==> src/rtl/sram_arbiter_pkg.sv <==
// Shared types and constants for the base-RAM arbiter: FSM states, grantee
// encoding, latched request payload and the registered strobe bundle.
package sram_arbiter_pkg;

  localparam int unsigned SRAM_AW = 20;
  localparam int unsigned DATA_W  = 32;
  localparam int unsigned BE_W    = 4;
  localparam int unsigned CNT_W   = 3;

  typedef enum logic [2:0] {
    ST_IDLE     = 3'd0,
    ST_RD       = 3'd1,
    ST_WR_SETUP = 3'd2,
    ST_WR_PULSE = 3'd3,
    ST_WR_HOLD  = 3'd4,
    ST_ACK      = 3'd5
  } state_t;

  typedef enum logic {
    GNT_IF  = 1'b0,
    GNT_MEM = 1'b1
  } gnt_t;

  // Access captured at grant time; held unchanged until the next grant
  typedef struct packed {
    logic               we;
    logic [SRAM_AW-1:0] addr;
    logic [BE_W-1:0]    sel;
    logic [DATA_W-1:0]  wdata;
  } sram_req_t;

  typedef struct packed {
    logic            ce_n;
    logic            oe_n;
    logic            we_n;
    logic [BE_W-1:0] be_n;
    logic            data_oe;
  } sram_strb_t;

  localparam sram_strb_t STRB_IDLE = '{ce_n: 1'b1, oe_n: 1'b1, we_n: 1'b1,
                                       be_n: 4'hF, data_oe: 1'b0};

endpackage

==> src/rtl/sram_arbiter.sv <==
// Base-RAM sequencer: arbitrates instruction fetch and data port onto one
// asynchronous SRAM, producing registered CE/OE/WE/BE strobes and one-cycle acks.
module sram_arbiter
  import sram_arbiter_pkg::*;
#(
  parameter int unsigned RD_WAIT = 1,
  parameter int unsigned WR_WAIT = 1
) (
  input  logic               clk,
  input  logic               rst_n,
  input  logic               if_req,
  input  logic [DATA_W-1:0]  if_addr,
  output logic [DATA_W-1:0]  if_rdata,
  output logic               if_ack,
  input  logic               mem_req,
  input  logic               mem_we,
  input  logic [DATA_W-1:0]  mem_addr,
  input  logic [BE_W-1:0]    mem_sel,
  input  logic [DATA_W-1:0]  mem_wdata,
  output logic [DATA_W-1:0]  mem_rdata,
  output logic               mem_ack,
  output logic               stall_o,
  output logic [SRAM_AW-1:0] sram_addr,
  output logic [DATA_W-1:0]  sram_wdata,
  output logic               sram_data_oe,
  input  logic [DATA_W-1:0]  sram_rdata,
  output logic               sram_ce_n,
  output logic               sram_oe_n,
  output logic               sram_we_n,
  output logic [BE_W-1:0]    sram_be_n
);

  state_t            state, state_nxt;
  logic [CNT_W-1:0]  cnt, cnt_nxt;
  gnt_t              gnt, gnt_nxt;
  sram_req_t         req_q, req_nxt;
  sram_strb_t        strb_q, strb_nxt;
  logic              if_ack_nxt, mem_ack_nxt;
  logic              rd_done;
  logic [DATA_W-1:0] if_rdata_q, mem_rdata_q;
  logic              if_ack_q, mem_ack_q;

  // Byte-offset and above-window address bits never reach the SRAM
  logic unused_addr_bits;
  assign unused_addr_bits = ^{if_addr[DATA_W-1:SRAM_AW+2], if_addr[1:0],
                              mem_addr[DATA_W-1:SRAM_AW+2], mem_addr[1:0]};

  assign rd_done = (state == ST_RD) && (cnt == '0);

  // Next-state, latched request and next strobe values
  always_comb begin
    state_nxt   = state;
    cnt_nxt     = cnt;
    gnt_nxt     = gnt;
    req_nxt     = req_q;
    strb_nxt    = STRB_IDLE;
    if_ack_nxt  = 1'b0;
    mem_ack_nxt = 1'b0;

    unique case (state)
      ST_IDLE: begin
        if (mem_req) begin
          gnt_nxt = GNT_MEM;
          req_nxt = '{we: mem_we, addr: mem_addr[SRAM_AW+1:2],
                      sel: mem_sel, wdata: mem_wdata};
        end else if (if_req) begin
          gnt_nxt = GNT_IF;
          req_nxt = '{we: 1'b0, addr: if_addr[SRAM_AW+1:2],
                      sel: {BE_W{1'b1}}, wdata: '0};
        end
        if (mem_req || if_req) begin
          state_nxt = req_nxt.we ? ST_WR_SETUP : ST_RD;
          cnt_nxt   = CNT_W'(RD_WAIT);
        end
      end
      ST_RD: begin
        if (cnt == '0) state_nxt = ST_ACK;
        else           cnt_nxt   = cnt - CNT_W'(1);
      end
      ST_WR_SETUP: begin
        state_nxt = ST_WR_PULSE;
        cnt_nxt   = CNT_W'(WR_WAIT);
      end
      ST_WR_PULSE: begin
        if (cnt == '0) state_nxt = ST_WR_HOLD;
        else           cnt_nxt   = cnt - CNT_W'(1);
      end
      ST_WR_HOLD: state_nxt = ST_ACK;
      ST_ACK:     state_nxt = ST_IDLE;
      default:    state_nxt = ST_IDLE;
    endcase

    // Strobes are registered, so they are derived from the state being entered
    case (state_nxt)
      ST_RD:
        strb_nxt = '{ce_n: 1'b0, oe_n: 1'b0, we_n: 1'b1,
                     be_n: '0, data_oe: 1'b0};
      ST_WR_SETUP, ST_WR_HOLD:
        strb_nxt = '{ce_n: 1'b0, oe_n: 1'b1, we_n: 1'b1,
                     be_n: ~req_nxt.sel, data_oe: 1'b1};
      ST_WR_PULSE:
        strb_nxt = '{ce_n: 1'b0, oe_n: 1'b1, we_n: 1'b0,
                     be_n: ~req_nxt.sel, data_oe: 1'b1};
      ST_ACK: begin
        if_ack_nxt  = (gnt_nxt == GNT_IF);
        mem_ack_nxt = (gnt_nxt == GNT_MEM);
      end
      default: ;
    endcase
  end

  // State, latched access and registered outputs
  always_ff @(posedge clk) begin
    if (!rst_n) begin
      state       <= ST_IDLE;
      cnt         <= '0;
      gnt         <= GNT_IF;
      req_q       <= '0;
      strb_q      <= STRB_IDLE;
      if_ack_q    <= 1'b0;
      mem_ack_q   <= 1'b0;
      if_rdata_q  <= '0;
      mem_rdata_q <= '0;
    end else begin
      state     <= state_nxt;
      cnt       <= cnt_nxt;
      gnt       <= gnt_nxt;
      req_q     <= req_nxt;
      strb_q    <= strb_nxt;
      if_ack_q  <= if_ack_nxt;
      mem_ack_q <= mem_ack_nxt;
      if (rd_done) begin
        if (gnt == GNT_IF) if_rdata_q  <= sram_rdata;
        else               mem_rdata_q <= sram_rdata;
      end
    end
  end

  assign if_rdata     = if_rdata_q;
  assign mem_rdata    = mem_rdata_q;
  assign if_ack       = if_ack_q;
  assign mem_ack      = mem_ack_q;
  assign sram_addr    = req_q.addr;
  assign sram_wdata   = req_q.wdata;
  assign sram_ce_n    = strb_q.ce_n;
  assign sram_oe_n    = strb_q.oe_n;
  assign sram_we_n    = strb_q.we_n;
  assign sram_be_n    = strb_q.be_n;
  assign sram_data_oe = strb_q.data_oe;

  assign stall_o = (if_req & ~if_ack_q) | (mem_req & ~mem_ack_q);

endmodule

==> config.mk <==
export PLATFORM = sky130hd
export DESIGN_NAME = sram_arbiter
export DESIGN_NICKNAME = d
export VERILOG_FILES = /design/src/rtl/sram_arbiter_pkg.sv /design/src/rtl/sram_arbiter.sv
export SDC_FILE = /design/constraint.sdc
export NUM_CORES = 1
export LEC_CHECK = 0
export CAP_MARGIN = 20
export CORE_ASPECT_RATIO = 0.8
export CORE_MARGIN = 1
export CORE_UTILIZATION = 30
export DETAILED_ROUTE_END_ITERATION = 6
export PLACE_DENSITY = 0.61
export SETUP_SLACK_MARGIN = 0.02
export SLEW_MARGIN = 10
export SYNTH_ARGS = -nofsm -noshare
export SYNTH_HDL_FRONTEND = slang
export SYNTH_SLANG_ARGS = --single-unit
==> constraint.sdc <==
create_clock -name clk -period 4.8 [get_ports clk]
set_clock_uncertainty 0.2 [all_clocks]
set_input_delay 0.48 -clock clk [delete_from_list [all_inputs] [get_ports clk]]
set_output_delay 0.48 -clock clk [all_outputs]
set_load 0.01 [all_outputs]
=== Yosys cells after proc, flatten, opt, wreduce, memory -nomap -nowiden ===
Cells that the tools add are included.

* Flip-flop bits (word level): 138
* Input port bits: 137
* Logic and storage cells: 65
* Output and inout bits: 127

* Reductions and logical operators: 12
* Bitwise gates (word level): 8
* Eq/ne operators: 12
* Muxes and demuxes: 16
* Add/subtract/negate cells: 1

{| class="wikitable"
|+ Operators with widths
! kind !! count
|-
| $mux 57 || 3
|-
| $mux 36 || 1
|-
| $pmux 8 s3 || 1
|-
| $mux 3 || 5
|-
| $pmux 3 s5 || 1
|-
| $eq 3x2->1 const B || 4
|-
| $eq 3x3->1 const B || 3
|-
| $pmux 3 s3 || 1
|-
| $reduce_and 2->1 || 4
|-
| $eq 3x1->1 const B || 2
|-
| $logic_not 3->1 || 2
|-
| $ne 2x2->1 const B || 2
|-
| $not 1->1 || 4
|-
| $not 4->4 || 1
|-
| $reduce_or 2->1 || 2
|-
| $mux 1 || 3
|-
| $ne 3x3->1 const B || 1
|-
| $reduce_and 3->1 || 1
|-
| $reduce_bool 3->1 || 1
|-
| $sub 3x1->3 const B || 1
|-
| $and 1x1->1 || 2
|-
| $mux 2 || 1
|-
| $logic_and 1x1->1 || 1
|-
| $logic_or 1x1->1 || 1
|-
| $or 1x1->1 || 1
|}

=== Longest topological paths before layout ===
Gate-level depths: netlist (run 1).

* Depth after elaboration: 9
* Mapped depth: 9
* Depth with buffers taken out: 7

=== Least setup slack after synthesis (run 1) ===
No wires, ideal clock.

* Path type: register to register
* Start point: register cnt[0]
* End point: register mem_rdata_q[10], in the netlist mem_rdata[10]
* Clock period less this slack: 2,049 ps
* Setup slack: 2,751 ps
* Arrival: 1,717 ps
* Cell stages (with the launch flop): 10
* Data required time: 4,468 ps
* Buffers on the path: 2
* Setup time: 132 ps
* Cells stage by stage: dfxtp_1 inv_1 ha_1 ha_1 nand2_1 or4b_1 clkbuf_1 buf_2 nand2_1 a21oi_1

* Word-level cells in the longest chain between the ends: 3

{| class="wikitable"
|+ RTL lines
! item !! RTL line !! source
|-
| from (decl) || sram_arbiter.sv:34 || <nowiki>logic [CNT_W-1:0] cnt, cnt_nxt;</nowiki>
|-
| from (signal assigned) || sram_arbiter.sv:126 || <nowiki>cnt <= cnt_nxt;</nowiki>
|-
| $logic_not 3->1 || sram_arbiter.sv:48 || <nowiki>assign rd_done = (state == ST_RD) && (cnt == '0);</nowiki>
|-
| $logic_and 1x1->1 || sram_arbiter.sv:48 ||
|-
| $reduce_and 2->1 (no source line) || -- ||
|-
| to (signal assigned) || sram_arbiter.sv:134 || <nowiki>else mem_rdata_q <= sram_rdata;</nowiki>
|-
| to (decl) || sram_arbiter.sv:40 || <nowiki>logic [DATA_W-1:0] if_rdata_q, mem_rdata_q;</nowiki>
|}

No other way between the ends.
A chain may end at the register's enable or synchronous reset.

=== Final worst setup path (run 1) ===
* Start point: input mem_req
* End point: output stall_o

* Word-level cells in the longest chain between the ends: 2

{| class="wikitable"
|+ RTL lines
! item !! RTL line !! source
|-
| from (decl) || sram_arbiter.sv:15 || <nowiki>input logic mem_req,</nowiki>
|-
| $and 1x1->1 || sram_arbiter.sv:151 || <nowiki>assign stall_o = (if_req & ~if_ack_q) | (mem_req & ~mem_ack_q);</nowiki>
|-
| $or 1x1->1 || sram_arbiter.sv:151 ||
|-
| to (decl) || sram_arbiter.sv:22 || <nowiki>output logic stall_o,</nowiki>
|}

No other way between the ends.

==> results of run 1 <==
sequential cells by signal, summed over array words and instances (netlist names):
| name | cells |
|---|---|
| if_rdata | 32 |
| mem_rdata | 32 |
| sram_wdata | 32 |
| sram_addr | 20 |
| req_q | 4 |
| sram_be_n | 4 |
| cnt | 3 |
| state | 3 |
| gnt | 1 |
| if_ack | 1 |
| mem_ack | 1 |
| sram_ce_n | 1 |
| sram_data_oe | 1 |
| sram_oe_n | 1 |
| sram_we_n | 1 |
worst paths after layout:
| check | from | endpoint | slack, ns | cells past startpoint |
|---|---|---|---|---|
| setup reg to reg | cnt[0] | if_rdata[3] | 2.34 | 8 |
| setup / recovery | mem_req | stall_o | 2.17 | 4 |
| hold / removal | cnt[2] | cnt[2] | 0.25 | 2 |
| hold reg to reg | cnt[2] | cnt[2] | 0.25 | 2 |
routing by layer:
| layer | vias to the layer above | wire length [um] |
|---|---|---|
| met2 | 167 | 6410 |
| met5 | - | 0 |
| met4 | 0 | 109 |
| met1 | 2200 | 7080 |
| met3 | 8 | 1530 |
| li1 | 2414 | - |
critical path, cell delays in order:
cell and delay [ns]:
clkdlybuf4s50_1 0.71, inv_1 0.08, o22ai_1 0.12, clkdlybuf4s50_1 0.55
cells by family (layout without fill, tap and decap cells):
group                      Yosys count  count (layout)  share of synthesized area
AOI/OAI and AO/OA                  140             140                      0.167
adders and majority gates            2               2                    0.00472
buffers and inverters              106             288                      0.116
DFF                                137             137                      0.517
and+or+nand+nor                    244             244                      0.195
synth_stat cells, types with 6 or more instances:
cell type  instances  area, sq um
a21oi_1           72          360
a221oi_1          20          175
nor2_1            61          229
nor3_1            20          100
clkbuf_1          28          105
dfxtp_1          137         2740
o22ai_1            6         37.5
buf_2             17         85.1
nand2_1          138          518
buf_4             52          390
a22oi_1           32          240
inv_1              6         22.5
and2_1             6         37.5
final cells by class:
cell class,instances,area (sq um),area share
clock buffer,18,439,0.0542
timing repair buffer,249,2480,0.306
clock inverter,14,170,0.0210
sequential,137,2740,0.338
inverter,7,27.5,0.00340
multi-input combinational,386,1970,0.242
tap,225,282,0.0347
power by group through the flow:
stage               sequential, mW  combinational (mW)  clock [mW]
CTS                           1.55                1.54        1.38
detailed placement            1.56                1.53           0
global route                  1.58                1.68        1.43
finish                        1.54                1.52        1.35
global placement              1.56                1.53           0
floorplan                     1.57               0.942           0
==> impl_results.md, run 1 <==
- DRT iter0 DRCs: 216
- Vias in the first global route: 4,463
- Worst setup margin: 2.17 ns
- Fin crit period: 2.63 ns
- Cell area after synthesis: 0.00531 sq mm
- Worst setup EP type: output pin
- Max-cap violations: 0
- Setup CP Type: in -> out
- Clock Tree Root: clkbuf_16
- Die H: 121 um
- CTS tree: done
- CP Launch Type: primary input
- Vias/cell: 4.62
- Max Root-Sink Buffers: 2
- Cell area after placement: 0.00750 sq mm
- Final nets: 937
- Routability cong.: 0.735
- Sequential area share after synthesis: 0.517
- Die area: 0.0182 sq mm
- Synth Flop Type: dfxtp_1
- Synth Instances: 629
- Post-synth net total: 768
- Dpl hpwl: 9.96 mm
- Max Slew Vio Count: 0
- Seq pwr share: 0.350
- Yosys reg bits: 137
- TritonCTS buffer count: 17
- Most Crowded Layer GR: met2
- Area growth syn-to-layout: 52.8%
- Placed Cells incl. Taps: 1,004
- Filler instances: 1,681
- Status: finished, final reports clean
- Commonest non-fill, non-tap cell in the layout: clkdlybuf4s50_1
- # IOs: 264
- Routed WL per cell: 14.6 um
- Met2 usage: 0.246
- Pre-CTS WS: 1.89 ns
- NetSw: 1.44 mW
- Final hold vios: 0
- Met1 GRT Util: 0.212
- Core area: 0.0173 sq mm
- Unique masters post-synth: 35
- Post-Syn Area per Cell: 8.43 sq um
- Hold Buf Count CTS: 0
- Drt pass-1 iters: 4
- Grt met3 use: 0.0767
- Total power: 4.42 mW
- Largest net degree at the start of global routing: 95
- Worst-path clk slew: 0.05 ns
- Post-Route WL: 15.1 mm
- Ant. Diodes: 0
- Max Fclk: 381 MHz
- First-pass GRT wire length: 23.2 mm
- Tot GR Track Use: 0.165
- DRC: 0
- Util after Layout: 0.468
- Leak: 2.89 nW
- Worst-Skew Late Latency: 0.41 ns
- Number of antenna violations at the first check in global routing: 0
- Final instance area: 0.00811 sq mm
- WP data arrival: 1.95 ns
- Grt total ovfl: 0
- Hold crit path type: reg -> reg
- Sw frac: 0.326
- Power share of the clock group: 0.305
- Fraction of final layout cells sized beyond drive strength 1: 0.0580
- Row Count: 43
- Combinational power share: 0.345
- # setup viols final: 0
- Period Utilization, post-route: 0.547
- Hold_ws: 0.249 ns
- Vias after detailed routing: 4,789
- Worst slew margin: 0.620
- Ys Warns: 0
- Internal: 2.97 mW
- Port bufs: 239
- Post-CTS sizing: 0
- Most frequent cells in the layout: 239 x clkdlybuf4s50_1, 138 x nand2_1, 137 x dfxtp_1
- Chip width: 151 um
- RSZ-0062 raised after global routing: false
- Final non-filler cell total: 1,036
- Number of synthesized flops with an enable pin: 0
- Peak supply drop: 0.000283 V
- Pwr dens: 545 mW/mm^2
- Synth async-reset ratio: 0
- Setup Buffers After CTS: 0
- Setup TNS: 0 ns
- H-tree depth: 4
- Antenna Nets Post-Route: 0
- Worst-Margin Slew: 0.570 ns
- Crit path required time: 4.12 ns
- Clock sinks: 137
- Worst-path maximum fanout: 11
- Starting density of the core: 0.306
Note: power is estimated with default switching activity, not from simulation.
==> inputs of run 2 (changes only) <==
clock period = 2.5 ns   (was 4.8 ns; I/O delays follow)
==> impl_results.md, run 2 (synthesized netlist as in run 1, its figures left out) <==
- R2R depth: 8
- Chip width: 151 um
- Max-cap violations: 0
- Largest net degree at the start of global routing: 76
- Worst-Margin Slew: 0.553 ns
- Post-CTS sizing: 0
- CP top delay family: buffers and inverters
- Worst setup margin: 0.339 ns
- Port bufs: 239
- CTS tree: done
- Worst Hold Path EP: if_rdata[7]
- Dpl hpwl: 10.2 mm
- Pwr dens: 1050 mW/mm^2
- Vias after detailed routing: 4,815
- Ant. Diodes: 0
- Worst Setup SP: mem_req
- Worst slew margin: 0.631
- TritonCTS buffer count: 17
- Final instance area: 0.00824 sq mm
- Cell area after placement: 0.00761 sq mm
- Setup TNS: 0 ns
- # IOs: 264
- Drt pass-1 iters: 4
- Leak: 2.96 nW
- RSZ-0062 raised after global routing: false
- Die H: 121 um
- CP peak stage delay: 0.64 ns
- Final non-filler cell total: 1,045
- Peak supply drop: 0.000468 V
- Final nets: 946
- Worst-Skew Late Latency: 0.40 ns
- Area growth syn-to-layout: 55.4%
- Setup Buffers After CTS: 0
- Status: finished, final reports clean
- Routability cong.: 0.768
- Fin crit period: 2.16 ns
- Period Utilization, post-route: 0.865
- Tot GR Track Use: 0.168
- DRT iter0 DRCs: 245
- Max Root-Sink Buffers: 2
- Hold Buf Count CTS: 0
- Hold path depth: 3
- Util after Layout: 0.476
- Crit path required time: 2.05 ns
- Die area: 0.0182 sq mm
- Final hold vios: 0
- Reg2reg start: cnt[0]
- Antenna Nets Post-Route: 0
- Clock Tree Root: clkbuf_16
- Placed Cells incl. Taps: 1,013
- Worst setup EP type: output pin
- Max Fclk: 463 MHz
- Worst-path clk slew: 0.06 ns
- # setup viols final: 0
- WP data arrival: 1.71 ns
- Worst-path maximum fanout: 8
- Worst-path cell chain: clkdlybuf4s50_1 > inv_1 > o22ai_1 > clkdlybuf4s50_1
- H-tree depth: 4
- Min-delay src: sram_rdata[7]
- Commonest non-fill, non-tap cell in the layout: clkdlybuf4s50_1
- Combinational power share: 0.352
- Max Slew Vio Count: 0
- Vias/cell: 4.61
- Total power: 8.67 mW
- Clock sinks: 137
- Starting density of the core: 0.306
- Most frequent cells in the layout: 239 x clkdlybuf4s50_1, 138 x nand2_1, 137 x dfxtp_1
- CP Buf/Inv Count: 3
- Setup CP Type: in -> out
- Internal: 5.94 mW
- Grt total ovfl: 0
- Pre-CTS WS: 0.301 ns
- Fraction of final layout cells sized beyond drive strength 1: 0.0659
- DRC: 0
- Vias in the first global route: 4,456
- Row Count: 43
- RR Endpoint: mem_rdata[20]
- Seq pwr share: 0.340
- Post-Route WL: 15.1 mm
- Crit-path slowest cell: clkdlybuf4s50_1
- NetSw: 2.74 mW
- CP Launch Type: primary input
- Routed WL per cell: 14.5 um
- Sw frac: 0.315
- Hold_ws: 0.212 ns
- Worst R2R Setup Slack: 0.36 ns
- Power share of the clock group: 0.308
- Number of antenna violations at the first check in global routing: 0
- Core area: 0.0173 sq mm
- Most used cell, CP: clkdlybuf4s50_1
- First-pass GRT wire length: 23.8 mm
- Hold crit path type: in -> reg
run 2: cell count changes in the layout (fill, tap and decap cells not counted), sizes merged:
cell | previous run | this run
bufinv | 3 | 4
clkbuf | 18 | 21
buf | 10 | 19
clkinv | 8 | 6
inv | 9 | 7
run 2: area by class of cell:
| type | count | area, sq um |
|---|---|---|
| Timing Repair Buffer | 258 | 2600 |
| Sequential cell | 137 | 2740 |
| Fill cell | 1727 | 9080 |
| Clock buffer | 21 | 460 |
| Tap cell | 225 | 282 |
| Inverter | 7 | 27.5 |
| Multi-Input combinational cell | 386 | 1970 |
| Clock inverter | 11 | 169 |
run 2: layer usage:
layer,routed length [um],GRT usage,vias to the layer above
li1,-,-,2438
met1,7050,0.225,2201
met2,6490,0.245,163
met3,1450,0.0707,13
met4,121,0.0488,0
met5,0,0,-
run 2: how the worst max path moves through the flow:
stage | endpoint | slack [ns] | cells after the start
2_1_floorplan | mem_rdata[10] | 0.45 | 9
3_3_place_gp | sram_addr[1] | 0.33 | 6
3_5_place_dp | sram_addr[13] | 0.30 | 6
4_1_cts | stall_o | 0.33 | 4
5_1_grt | sram_be_n[2] | 0.18 | 7
6_report | stall_o | 0.34 | 4
run 2: worst min-delay path, stage by stage:
cell,delay (ns)
clkdlybuf4s50_1,0.42
nand2_1,0.06
a21oi_1,0.05
run 2: power by group through the flow:
stage	logic (mW)	clock network, mW	registers, mW
3_5_place_dp	3.08	0	3.00
5_1_grt	3.38	2.86	3.01
6_report	3.05	2.67	2.95
4_1_cts	3.09	2.75	2.96
3_3_place_gp	3.08	0	2.98
2_1_floorplan	1.81	0	3.01
